[config.mk]
export PLATFORM = sky130hd
export DESIGN_NAME = tick_timer_bank_flat
export DESIGN_NICKNAME = d
export VERILOG_FILES = /design/src/rtl/tick_timer_bank_if.sv /design/src/rtl/tick_timer_bank.sv /design/src/flat_wrapper.sv
export SDC_FILE = /design/constraint.sdc
export NUM_CORES = 1
export LEC_CHECK = 0
export ABC_AREA = 0
export BUFFER_PORTS_ARGS = -buffer_cell sky130_fd_sc_hd__buf_2
export CORE_MARGIN = 2
export CORE_UTILIZATION = 40
export CTS_CLUSTER_DIAMETER = 30
export DETAILED_ROUTE_END_ITERATION = 10
export GPL_TIMING_DRIVEN = 0
export PLACE_DENSITY = 0.72
export SYNTH_ARGS = -nofsm -noshare
export SYNTH_HDL_FRONTEND = slang
export SYNTH_SLANG_ARGS = --single-unit
[constraint.sdc]
create_clock -name clk_i -period 2.4 [get_ports clk_i]
set_input_delay 0.6 -clock clk_i [delete_from_list [all_inputs] [get_ports clk_i]]
set_output_delay 0.6 -clock clk_i [all_outputs]
set_load 0.05 [all_outputs]
[src/rtl/tick_timer_bank_if.sv]
// tick_timer_bank_if
// Bundles the configuration, control and status signals of tick_timer_bank.
//   prescale_i : shared prescaler divider (step every prescale_i+1 clocks)
//   period_i   : per-channel period, channel c in [c*WIDTH +: WIDTH]
//   enable_i   : per-channel enable level
//   oneshot_i  : per-channel mode, 1 = one-shot, 0 = periodic
//   start_i    : per-channel one-shot trigger
//   clear_i    : per-channel sticky flag clear
//   tick_o     : registered single-cycle terminal-count pulse
//   toggle_o   : registered square wave, inverts on every tick
//   flag_o     : sticky "tick occurred"
//   busy_o     : channel currently counting
// master drives configuration/control, slave (the timer bank) drives status.
interface tick_timer_bank_if #(
    parameter int CHANNELS = 4,
    parameter int WIDTH    = 24,
    parameter int PW       = 8
);
    logic [PW-1:0]             prescale_i;
    logic [CHANNELS*WIDTH-1:0] period_i;
    logic [CHANNELS-1:0]       enable_i;
    logic [CHANNELS-1:0]       oneshot_i;
    logic [CHANNELS-1:0]       start_i;
    logic [CHANNELS-1:0]       clear_i;
    logic [CHANNELS-1:0]       tick_o;
    logic [CHANNELS-1:0]       toggle_o;
    logic [CHANNELS-1:0]       flag_o;
    logic [CHANNELS-1:0]       busy_o;

    modport master (
        output prescale_i, period_i, enable_i, oneshot_i, start_i, clear_i,
        input  tick_o, toggle_o, flag_o, busy_o
    );

    modport slave (
        input  prescale_i, period_i, enable_i, oneshot_i, start_i, clear_i,
        output tick_o, toggle_o, flag_o, busy_o
    );
endinterface

[src/rtl/tick_timer_bank.sv]
// tick_timer_bank
// Multi-channel programmable tick generator. A free-running shared prescaler
// produces a step strobe every prescale_i+1 clocks; each channel counts steps
// and emits a tick every period+1 steps, in periodic or one-shot mode.
// Ports:
//   clk_i : system clock, rising edge
//   rst_i : synchronous active-high reset, clears all state and outputs
//   bus   : tick_timer_bank_if slave (configuration in, tick/toggle/flag/busy out)
module tick_timer_bank #(
    parameter int CHANNELS = 4,
    parameter int WIDTH    = 24,
    parameter int PW       = 8
) (
    input  logic               clk_i,
    input  logic               rst_i,
    tick_timer_bank_if.slave   bus
);

    logic [PW-1:0] pcnt;
    logic          step;

    // >= rather than == so lowering prescale_i below pcnt steps at once
    // instead of wrapping through 2^PW.
    assign step = (pcnt >= bus.prescale_i);

    always_ff @(posedge clk_i) begin
        if (rst_i) begin
            pcnt <= '0;
        end else if (step) begin
            pcnt <= '0;
        end else begin
            pcnt <= pcnt + PW'(1);
        end
    end

    for (genvar c = 0; c < CHANNELS; c++) begin : g_ch
        logic [WIDTH-1:0] cnt;
        logic [WIDTH-1:0] period;
        logic             run;
        logic             tick_q;
        logic             toggle_q;
        logic             flag_q;
        logic             en;
        logic             oneshot;
        logic             restart;
        logic             advance;
        logic             hit;

        assign period  = bus.period_i[c*WIDTH +: WIDTH];
        assign en      = bus.enable_i[c];
        assign oneshot = bus.oneshot_i[c];
        // start is meaningful only in one-shot mode and wins over terminal count
        assign restart = en && oneshot && bus.start_i[c];
        assign advance = en && run && step;
        // >= so a period reduced below the running count ticks on the next step
        assign hit     = advance && !restart && (cnt >= period);

        always_ff @(posedge clk_i) begin
            if (rst_i) begin
                cnt      <= '0;
                run      <= 1'b0;
                tick_q   <= 1'b0;
                toggle_q <= 1'b0;
                flag_q   <= 1'b0;
            end else begin
                if (!en) begin
                    cnt      <= '0;
                    run      <= 1'b0;
                    tick_q   <= 1'b0;
                    toggle_q <= 1'b0;
                end else if (restart) begin
                    cnt    <= '0;
                    run    <= 1'b1;
                    tick_q <= 1'b0;
                end else begin
                    tick_q <= hit;
                    if (hit) begin
                        cnt      <= '0;
                        toggle_q <= ~toggle_q;
                    end else if (advance) begin
                        cnt <= cnt + WIDTH'(1);
                    end
                    // periodic: run follows enable; one-shot: run holds until terminal
                    if (!oneshot) begin
                        run <= 1'b1;
                    end else if (hit) begin
                        run <= 1'b0;
                    end
                end

                // a tick on the same edge as a clear keeps the flag set
                if (hit) begin
                    flag_q <= 1'b1;
                end else if (bus.clear_i[c]) begin
                    flag_q <= 1'b0;
                end
            end
        end

        assign bus.tick_o[c]   = tick_q;
        assign bus.toggle_o[c] = toggle_q;
        assign bus.flag_o[c]   = flag_q;
        assign bus.busy_o[c]   = run;
    end

endmodule
[src/flat_wrapper.sv]
// flat-port wrapper written by rule: the top's interface ports become plain ports
module tick_timer_bank_flat 
#(
    parameter int CHANNELS = 4,
    parameter int WIDTH    = 24,
    parameter int PW       = 8
)
  (clk_i, rst_i, bus_prescale_i, bus_period_i, bus_enable_i, bus_oneshot_i, bus_start_i, bus_clear_i, bus_tick_o, bus_toggle_o, bus_flag_o, bus_busy_o);
  tick_timer_bank_if #(.CHANNELS(CHANNELS), .WIDTH(WIDTH), .PW(PW)) bus_i ();
  input  logic clk_i;
  input  logic rst_i;
  input wire logic [$bits(bus_i.prescale_i)-1:0] bus_prescale_i;
  input wire logic [$bits(bus_i.period_i)-1:0] bus_period_i;
  input wire logic [$bits(bus_i.enable_i)-1:0] bus_enable_i;
  input wire logic [$bits(bus_i.oneshot_i)-1:0] bus_oneshot_i;
  input wire logic [$bits(bus_i.start_i)-1:0] bus_start_i;
  input wire logic [$bits(bus_i.clear_i)-1:0] bus_clear_i;
  output wire logic [$bits(bus_i.tick_o)-1:0] bus_tick_o;
  output wire logic [$bits(bus_i.toggle_o)-1:0] bus_toggle_o;
  output wire logic [$bits(bus_i.flag_o)-1:0] bus_flag_o;
  output wire logic [$bits(bus_i.busy_o)-1:0] bus_busy_o;
  assign bus_i.prescale_i = bus_prescale_i;
  assign bus_i.period_i = bus_period_i;
  assign bus_i.enable_i = bus_enable_i;
  assign bus_i.oneshot_i = bus_oneshot_i;
  assign bus_i.start_i = bus_start_i;
  assign bus_i.clear_i = bus_clear_i;
  assign bus_tick_o = bus_i.tick_o;
  assign bus_toggle_o = bus_i.toggle_o;
  assign bus_flag_o = bus_i.flag_o;
  assign bus_busy_o = bus_i.busy_o;
  tick_timer_bank #(.CHANNELS(CHANNELS), .WIDTH(WIDTH), .PW(PW)) u_core (.clk_i(clk_i), .rst_i(rst_i), .bus(bus_i));
endmodule
# Yosys cells after proc, flatten, opt, wreduce, memory -nomap -nowiden
# Index checks and enable logic that the tools add are counted.
[op_classes]
addsub = 5
order_cmp = 5
eq_ne = 4
mux = 20
bitwise_logic = 12
n_reduce_logical = 49
[op_table]
columns = ["cell", "count"]
rows = [
  ["adder 24 x 1 -> 24 bit, second input constant", 4],
  [">= comparator 24 bit", 4],
  ["logical AND 1 bit", 24],
  ["2-to-1 mux 1 bit", 20],
  ["OR reduction 4 bit", 4],
  ["inequality test 3 x 1 -> 1 bit, second input constant", 4],
  ["inverter 1 bit", 12],
  ["OR reduction 3 bit", 4],
  ["OR reduction 2 bit", 5],
  ["adder 8 x 1 -> 8 bit, second input constant", 1],
  [">= comparator 8 bit", 1],
  ["AND reduction 2 bit", 4],
  ["nonzero test 2 bit", 4],
  ["logical NOT 1 bit", 4],
]
[word_totals]
regBits = 120
out_inout_bits = 16
wordCells = 116

# Logic depth before layout (Yosys ltp)
# Gate-level depths: netlist of run 1.
[logic_depth]
word_depth = 8
ltp_mapped = 11
ltp_nobuf = 8

# Worst setup path before layout of run 1
# OpenSTA, ideal clock, no wires.
[synth_path]
kind = "in2reg"
startpoint = "input bus_prescale_i[0]"
endpoint = "register u_core.g_ch[3].cnt[10]"
setup_time_ns = 0.124
arrival_ns = 2.451
required_time_ns = 2.276
path_slack_ns = -0.174
path_stages = 9
n_path_buf = 2
path_cell_list = "ha_1 -> nand2b_1 -> a2111oi_0 -> o21ai_1 -> buf_2 -> and3_1 -> buf_1 -> a31oi_1 -> o31ai_1"
[synth_between]
elab_chain_cells = 5
[synth_lines]
columns = ["element", "line", "text"]
rows = [
  ["from (decl)", "flat_wrapper.sv:12", "input wire logic [$bits(bus_i.prescale_i)-1:0] bus_prescale_i;"],
  [">= comparator 8 bit *", "tick_timer_bank.sv:24", "assign step = (pcnt >= bus.prescale_i);"],
  ["logical AND 1 bit *", "tick_timer_bank.sv:54", "assign advance = en && run && step;"],
  ["logical AND 1 bit (2 in a row)", "tick_timer_bank.sv:56", "assign hit = advance && !restart && (cnt >= period);"],
  ["OR reduction 4 bit (no source line)", "n/a", ""],
  ["to (signal assigned)", "tick_timer_bank.sv:81", "cnt <= cnt + WIDTH'(1);"],
  ["to (decl)", "tick_timer_bank.sv:37", "logic [WIDTH-1:0] cnt;"],
]
# Mark *: on every way between the ends. The rest lies on a longest branch, timed or not.
# A chain may end at the register's enable or synchronous reset.

# Worst setup path after layout of run 1
[layout_path]
startpoint = "register u_core.pcnt[0]"
endpoint = "register u_core.g_ch[1].cnt[15]"
[layout_between]
elab_chain_cells = 5
[layout_lines]
columns = ["element", "line", "text"]
rows = [
  ["from (decl)", "tick_timer_bank.sv:19", "logic [PW-1:0] pcnt;"],
  ["from (signal assigned)", "tick_timer_bank.sv:32", "pcnt <= pcnt + PW'(1);"],
  [">= comparator 8 bit *", "tick_timer_bank.sv:24", ""],
  ["logical AND 1 bit *", "tick_timer_bank.sv:54", ""],
  ["logical AND 1 bit (2 in a row)", "tick_timer_bank.sv:56", ""],
  ["OR reduction 4 bit (no source line)", "n/a", ""],
  ["to (signal assigned)", "tick_timer_bank.sv:81", ""],
  ["to (decl)", "tick_timer_bank.sv:37", ""],
]
# Marked as above.

==> summary.md, run 1 <==
| Metric | Value |
|---|---|
| Max Clock Skew | 7.35 ps |
| Slew @ Worst Pin | 988 ps |
| Total CTS buffers | 17 |
| CTS tree | yes |
| I/O pins | 138 |
| Root buffer cell | clkbuf_16 |
| Reg area | 0.00245 mm2 |
| Commonest non-fill, non-tap cells in the layout | 137 x buf_2, 122 x nand2_1, 115 x inv_1 |
| DRC violations left | 0 |
| Pre-antenna DRT Iters | 6 |
| Nets@finish | 1539 |
| Pint | 3.92 mW |
| CP arrival | 2690 ps |
| Static leakage | 4.93 nW |
| First-pass GRT wire length | 38200 um |
| RSZ-0062 raised after global routing | true |
| Outcome | complete, no violations |
| H-tree Lvls | 4 |
| Synth Area per Inst | 7.68 um2 |
| Syn_nets | 1356 |
| Crit path time final | 2360 ps |
| Switching power | 1.18 mW |
| Worst-path clk slew | 60 ps |
| Final-report max-slew violation count | 0 |
| CP endpoint kind | register |
| Startpoint types | register |
| CP Max Fanout | 10 |
| CTS sink cnt | 120 |
| Max Cap Viol | 0 |
| WL/cell | 15.5 um |
| Clk_lat worst skew | 420 ps |
| Setup TNS | 0 ps |
| Clock Path Buffers | 2 |
| Gpl congestion | 0.882 |
| Peak supply drop | 360 uV |
| Vias | 8890 |
| Share of layout cells above drive strength 1 | 26.6% |
| Drt via density | 5.57 |
| Post-synthesis sequential area ratio | 27.8% |
| Area of the multi-input gates | 0.00639 mm2 |
| Routed WL | 24800 um |
| Cell count after synthesis | 1125 |
| Cell variety after synth | 56 |
| Flops & latches, synth | 120 |
| Commonest non-fill, non-tap cell in the layout | buf_2 |
| Hold WC Path Type | in2reg |
| Final setup violation count | 0 |
| Top cell type's share of synthesized area | 27.8% |
| Main flop type after synthesis | dfxtp_1 |
| Number of DRC markers in iteration 0 | 541 |
| Overflow after GRT | 0 |
| Starting Density | 41.0% |
| DP HPWL | 17600 um |
| Die Span X | 151 um |
| Max frequency | 424 MHz |
| Filler instances | 1926 |
| Netlist Area Pre-Place | 0.00864 mm2 |
| Hold_ws | 445 ps |
| Post-synth EDFFs | 0 |
| PortBufs | 137 |
| Power Density | 441 mW/mm2 |
| Die H | 151 um |
| WS Path Type | reg2reg |
| Ratio of final minimum period to clock period | 98.2% |
| Cell taking the most area after synthesis | dfxtp_1 |
| Core area | 0.0211 mm2 |
| Vias in the first global route | 8013 |
| Final hold vios | 0 |
| Comb pwr share | 8.7% |
| Initial antenna violation count | 0 |
| GRT Total Usage | 20.9% |
| WP data required | 2730 ps |
| Top cells by area, synth | dfxtp_1 28%, ha_1 16%, nand2_1 5.3% |
| FP Rows | 53 |
| Clock power frac | 51.9% |
| Post-synth ARST share | 0% |
| Synth warn | 0 |
| Max_slew headroom | 34.1% |
| Switching share of total power | 23.2% |
| Cts hold-fix bufs | 0 |
| Maximum number of pins on one net before global-route repair | 17 |
| Setup slack after placement | -919 ps |
| Layout area overhead | 33.8% |
| Final ANT Viol Nets | 0 |
| Die ar. | 0.0228 mm2 |
| Sequential Power Share | 39.4% |
| Setup ws final | 42.7 ps |
## power groups by stage
stage | Clock (mW) | Combinational [mW] | Sequential [mW]
5_1_grt | 2.76 | 0.500 | 2.01
4_1_cts | 2.66 | 0.412 | 2.01
6_report | 2.65 | 0.446 | 2.01
3_3_place_gp | 0 | 0.379 | 2.06
3_5_place_dp | 0 | 0.387 | 2.06
2_1_floorplan | 0 | 0.219 | 2.05
## worst max-delay path, cell delays in order, from the launching register on
cell and delay (ps):
dfxtp_2 330, inv_1 40, ha_1 270, nand2b_4 150
a2111oi_4 330, o21a_1 220, buf_6 180, buf_12 150
buf_12 170, nor3_1 90, xnor2_1 160, nor3_1 170
## final timing paths
kind                                             start                                   end  slack [ps]  cells after the start
hold / removal                          bus_clear_i[0]    u_core.g_ch[0].flag_q$_SDFFE_PP0P_         450                      3
hold reg to reg   u_core.g_ch[2].toggle_q$_SDFFE_PP0P_  u_core.g_ch[2].toggle_q$_SDFFE_PP0P_         470                      2
setup reg to reg             u_core.pcnt[0]$_SDFF_PP0_   u_core.g_ch[1].cnt[15]$_SDFFE_PP0N_          40                     11
setup / recovery             u_core.pcnt[0]$_SDFF_PP0_   u_core.g_ch[1].cnt[15]$_SDFFE_PP0N_          40                     11
## metal layers
| metal | wire length [um] | GRT usage [%] | share of wire (%) | vias up |
|---|---|---|---|---|
| met5 | 0 | 0 | 0 | - |
| met4 | 606 | 7.06 | 2.4 | 0 |
| met3 | 1410 | 3.73 | 5.7 | 50 |
| met2 | 11500 | 33.7 | 46 | 303 |
| met1 | 11300 | 28.2 | 46 | 4131 |
| li1 | - | - | - | 4406 |
## final cells by class
type	count	share of cell area (%)
Buffer	54	3.55
Multi-Input combinational cell	834	55.3
Antenna cell	1	0.0216
Clock buffer	23	4.22
Timing Repair Buffer	163	7.80
Sequential cell	120	21.2
Clock inverter	9	1.04
Tap cell	275	2.98
Inverter	118	3.94
## state kept, by name (all words and copies together), names as in the netlist
name                  flops
u_core.g_ch.cnt          96
u_core.g_ch.toggle_q      4
u_core.g_ch.run           4
u_core.g_ch.tick_q        4
u_core.g_ch.flag_q        4
u_core.pcnt               8
## Yosys cell counts, types with 3 or more instances
cell type    n
nand4_1     57
a21oi_1     67
o21a_1       8
o21ai_1      3
a22oi_1      4
nor2_1      56
o31ai_1      4
nor4_1      46
xnor2_1     50
and2_1       7
nor3_1      64
o21ai_0     23
a32oi_1      3
clkbuf_1    24
dfxtp_1    120
o311ai_1     7
nand2_1    123
or2_2        4
and3_1      13
nand2b_1    18
xor2_1       6
a211oi_1     4
nor2b_1     10
o211ai_1     5
nor4b_1      8
buf_1        3
nand3_1     60
a21o_1       9
inv_1      118
mux2i_1      4
a31oi_1     20
nand4b_1     4
buf_2       11
and4_1       5
a221o_1      4
buf_4       16
ha_1       109
a211o_1      5
## stage by stage
| step | cell area, um2 | total power, mW | cells | util (%) |
|---|---|---|---|---|
| after floorplan | 8850 | 2.27 | 1125 | - |
| after global placement | 9880 | 2.44 | 1537 | 46.8 |
| after detailed placement | 9880 | 2.44 | 1537 | 46.8 |
| after CTS | 10800 | 5.09 | 1575 | 51.1 |
| after global routing | 11600 | 5.27 | 1596 | 54.8 |
| final | 11600 | 5.10 | 1597 | 54.8 |
## repair_timing
item | 4_1_cts | 5_1_grt
setup buffers | 6 | 19
cloned | 0 | 2
setup endpoints to repair | 105 | 105
pin swaps | 10 | 43
gates resized for setup | 50 | 127
## logic make-up (layout without fill, tap and decap cells)
logic type / Yosys count / in the layout / share of synthesized area (%)
multiplexers: 4 / 4 / 0.464
other: 0 / 1 / 0
buffers and inverters: 172 / 367 / 8.33
flip-flops: 120 / 120 / 27.8
adder cells (fa/ha/maj): 109 / 109 / 15.8
AO/OA/AOI/OAI: 181 / 181 / 13.4
XOR/XNOR: 56 / 56 / 5.68
AND/OR/NAND/NOR: 483 / 484 / 28.6
Power figures use the tool's default switching activity.
==> run 2, diff against run 1 <==
--- a/config.mk
+++ b/config.mk
@@ -8,11 +8,11 @@
 export ABC_AREA = 0
 export BUFFER_PORTS_ARGS = -buffer_cell sky130_fd_sc_hd__buf_2
 export CORE_MARGIN = 2
-export CORE_UTILIZATION = 40
+export CORE_UTILIZATION = 52
 export CTS_CLUSTER_DIAMETER = 30
 export DETAILED_ROUTE_END_ITERATION = 10
 export GPL_TIMING_DRIVEN = 0
-export PLACE_DENSITY = 0.72
+export PLACE_DENSITY = 0.87
 export SYNTH_ARGS = -nofsm -noshare
 export SYNTH_HDL_FRONTEND = slang
 export SYNTH_SLANG_ARGS = --single-unit
==> run 2 against run 1 <==
Worst hold slack got worse by 11 ps. Combinational power about the same. Register-to-register slack got worse by 20 ps. Sequential share of layout area increased by 0.44 points. Power decreased by 4.7%.
==> summary.md, run 2 (synthesized netlist as in run 1, its figures left out) <==
| Metric | Value |
|---|---|
| Met2 WL | 12100 um (was 11500 um) |
| DRC violations left | 0 (unchanged) |
| Ratio of final minimum period to clock period | 99.2% (was 98.2%) |
| Clock power frac | 49.4% (was 51.9%) |
| Pint | 3.65 mW (was 3.92 mW) |
| Setup ws final | 18.7 ps (was 42.7 ps) |
| Startpoint types | register (unchanged) |
| Commonest non-fill, non-tap cells in the layout | 137 x buf_2, 122 x nand2_1, 114 x inv_1 (was 137 x buf_2, 122 x nand2_1, 115 x inv_1) |
| Filler instances | 1259 (was 1926) |
| CP endpoint kind | register (unchanged) |
| Cts hold-fix bufs | 0 (unchanged) |
| Core Util, Final | 68.6% (was 54.8%) |
| Setup slack after placement | -796 ps (was -919 ps) |
| Outcome | complete, no violations (unchanged) |
| Final setup violation count | 0 (unchanged) |
| PortBufs | 137 (unchanged) |
| Peak supply drop | 523 uV (was 360 uV) |
| WP data required | 2740 ps (was 2730 ps) |
| Reg-to-Reg Start | u_core.g_ch[0].cnt[9]$_SDFFE_PP0N_ (was u_core.pcnt[0]$_SDFF_PP0_) |
| First-pass GRT wire length | 39600 um (was 38200 um) |
| Layout area overhead | 30.4% (was 33.8%) |
| Sequential Power Share | 41.4% (was 39.4%) |
| Final hold vios | 0 (unchanged) |
| Pre-antenna DRT Iters | 6 (unchanged) |
| Setup TNS | 0 ps (unchanged) |
| Clock Path Buffers | 2 (unchanged) |
| Max Clock Skew | 7.50 ps (was 7.35 ps) |
| WS Path Type | reg2reg (unchanged) |
| Hold WC Path Type | in2reg (unchanged) |
| Worst-path clk slew | 60 ps (about the same) |
| Initial antenna violation count | 1 (was 0) |
| Power Density | 431 mW/mm2 (was 441 mW/mm2) |
| CTS tree | yes (unchanged) |
| Area of the multi-input gates | 0.00622 mm2 (was 0.00639 mm2) |
| Die Span X | 133 um (was 151 um) |
| Nets@finish | 1537 (was 1539) |
| CP delay by family, top | compound AO/OA/AOI/OAI gates (unchanged) |
| Critical path buffer and inverter count | 1 (was 4) |
| Comb pwr share | 9.2% (was 8.7%) |
| Vias in the first global route | 8653 (was 8013) |
| DP HPWL | 17300 um (was 17600 um) |
| Starting Density | 52.7% (was 41.0%) |
| DRT met1 WL | 10300 um (was 11300 um) |
| Clk_lat worst skew | 440 ps (was 420 ps) |
| Slew @ Worst Pin | 807 ps (was 988 ps) |
| Pwr Total | 4.86 mW (was 5.10 mW) |
| Drt via density | 5.94 (was 5.57) |
| Final-report max-slew violation count | 0 (unchanged) |
| Dpl cell area | 0.00981 mm2 (was 0.00988 mm2) |
| Core area | 0.0164 mm2 (was 0.0211 mm2) |
| Maximum number of pins on one net before global-route repair | 17 (unchanged) |
| Commonest non-fill, non-tap cell in the layout | buf_2 (unchanged) |
| Final Instance Count excl. Fillers | 1539 (was 1597) |
| Total CTS buffers | 17 (unchanged) |
| Root buffer cell | clkbuf_16 (unchanged) |
| Crit path top cell by count | a221o_1 |
| Register-to-Register Setup Slack | 20 ps (was 40 ps) |
| Hold_ws | 435 ps (was 445 ps) |
| Die H | 133 um (was 151 um) |
| # diodes | 0 (was 1) |
| Crit-path slowest cell | a221o_1 (was dfxtp_2) |
| Switching power | 1.21 mW (was 1.18 mW) |
| Max Used Layer | met5 (was met4) |
| WHS Path Cells | 2 (was 3) |
| Max_slew headroom | 46.2% (was 34.1%) |
| Largest reg by FF count | u_core.g_ch.cnt (unchanged) |
| FP Rows | 47 (was 53) |
| Final ANT Viol Nets | 0 (unchanged) |
| Max frequency | 420 MHz (was 424 MHz) |
| Biggest cell delay along the critical path | 390 ps (was 330 ps) |
| Final Cell Area | 0.0113 mm2 (was 0.0116 mm2) |
| Overflow after GRT | 0 (unchanged) |
| Hold Crit Endpoint | u_core.g_ch[0].run$_SDFFE_PP0P_ (was u_core.g_ch[0].flag_q$_SDFFE_PP0P_) |
| Static leakage | 4.80 nW (was 4.93 nW) |
| WL/cell | 16.4 um (was 15.5 um) |
| H-tree Lvls | 4 (unchanged) |
| Max Cap Viol | 0 (unchanged) |
| Reg2reg path depth | 8 (was 11) |
| Gpl congestion | 0.933 (was 0.882) |
| CP Max Fanout | 7 (was 10) |
| RSZ-0062 raised after global routing | true (unchanged) |
| Routed wl met3 | 1830 um (was 1410 um) |
| Number of DRC markers in iteration 0 | 1004 (was 541) |
| Die ar. | 0.0177 mm2 (was 0.0228 mm2) |
| Reg area | 0.00243 mm2 (was 0.00245 mm2) |
| Share of layout cells above drive strength 1 | 25.2% (was 26.6%) |
| GRT Total Usage | 27.3% (was 20.9%) |
| R2R Path End | u_core.g_ch[0].cnt[6]$_SDFFE_PP0N_ (was u_core.g_ch[1].cnt[15]$_SDFFE_PP0N_) |
| Routed WL | 25300 um (was 24800 um) |
| I/O pins | 138 (unchanged) |
| Worst min-delay path startpoint | bus_oneshot_i[0] (was bus_clear_i[0]) |
| Largest registers | u_core.g_ch.cnt: 96 flops, u_core.pcnt: 8 flops (unchanged) |
| CP arrival | 2720 ps (was 2690 ps) |
| CP Cell Sequence | ha_4, a21o_1, a221o_1, a221o_1, a211oi_4, buf_6, nand3_2, o311ai_1 (was inv_1, ha_1, nand2b_4, a2111oi_4, o21a_1, buf_6, buf_12, buf_12, nor3_1, xnor2_1, nor3_1) |
| Largest register FFs | 96 (unchanged) |
| Crit path time final | 2380 ps (was 2360 ps) |
| Switching share of total power | 24.9% (was 23.2%) |
| Vias | 9141 (was 8890) |
| Cell total after placement | 1482 (was 1537) |
| CTS sink cnt | 120 (unchanged) |
[run 2: changes by cell type in the layout (fill, tap and decap cells not counted), sizes merged]
| cell | before | now |
|---|---|---|
| buf | 194 | 189 |
| bufbuf | 0 | 1 |
| bufinv | 3 | 1 |
| clkbuf | 46 | 47 |
| clkinv | 6 | 8 |
| clkinvlp | 0 | 1 |
| diode | 1 | 0 |
[run 2: repair_timing]
| item | CTS | global route |
|---|---|---|
| buffers inserted | 7 | 14 |
| endpoints found under the setup margin | 102 | 101 |
| gates cloned | 2 | 2 |
| resized for setup | 65 | 82 |
| pin swaps | 10 | 27 |
[run 2: how the worst max path moves through the flow]
stage                                             from                                  end  slack [ps]  cells after the start
CTS                          u_core.pcnt[3]$_SDFF_PP0_  u_core.g_ch[2].cnt[12]$_SDFFE_PP0N_         -10                      9
finish              u_core.g_ch[0].cnt[9]$_SDFFE_PP0N_   u_core.g_ch[0].cnt[6]$_SDFFE_PP0N_          20                      8
global route        u_core.g_ch[0].cnt[9]$_SDFFE_PP0N_   u_core.g_ch[0].cnt[6]$_SDFFE_PP0N_         -30                      8
global placement                     bus_prescale_i[5]  u_core.g_ch[0].cnt[19]$_SDFFE_PP0N_        -780                     10
detailed placement                   bus_prescale_i[5]  u_core.g_ch[0].cnt[22]$_SDFFE_PP0N_        -800                     10
floorplan                             bus_period_i[11]  u_core.g_ch[0].cnt[12]$_SDFFE_PP0N_         -30                      8
[run 2: area by class of cell]
| class | count | share of cell area [%] |
|---|---|---|
| Tap cell | 220 | 2.44 |
| Clock buffer | 22 | 4.12 |
| Inverter | 118 | 4.07 |
| Multi-Input combinational cell | 834 | 55.3 |
| Buffer | 54 | 3.53 |
| Clock inverter | 10 | 0.689 |
| Sequential cell | 120 | 21.6 |
| Timing Repair Buffer | 161 | 8.26 |
[run 2: routing by layer]
| metal | up-vias | global-route usage [%] |
|---|---|---|
| met3 | 103 | 4.64 |
| li1 | 4400 | - |
| met5 | - | 0 |
| met4 | 2 | 14.4 |
| met1 | 4196 | 32.8 |
| met2 | 440 | 46.6 |
[run 2: power groups by stage]
stage,registers [mW],logic [mW],clock network [mW]
after floorplan,2.05,0.219,0
after global placement,2.06,0.375,0
after detailed placement,2.06,0.387,0
after CTS,2.01,0.418,2.39
after global routing,2.01,0.501,2.47
final,2.01,0.446,2.40
[run 2: worst register-to-register path, stage by stage (launching register included)]
cell and delay [ps]:
dfxtp_4 370, ha_4 240, a21o_1 170, a221o_1 320
a221o_1 390, a211oi_4 190, buf_6 160, nand3_2 160
o311ai_1 280
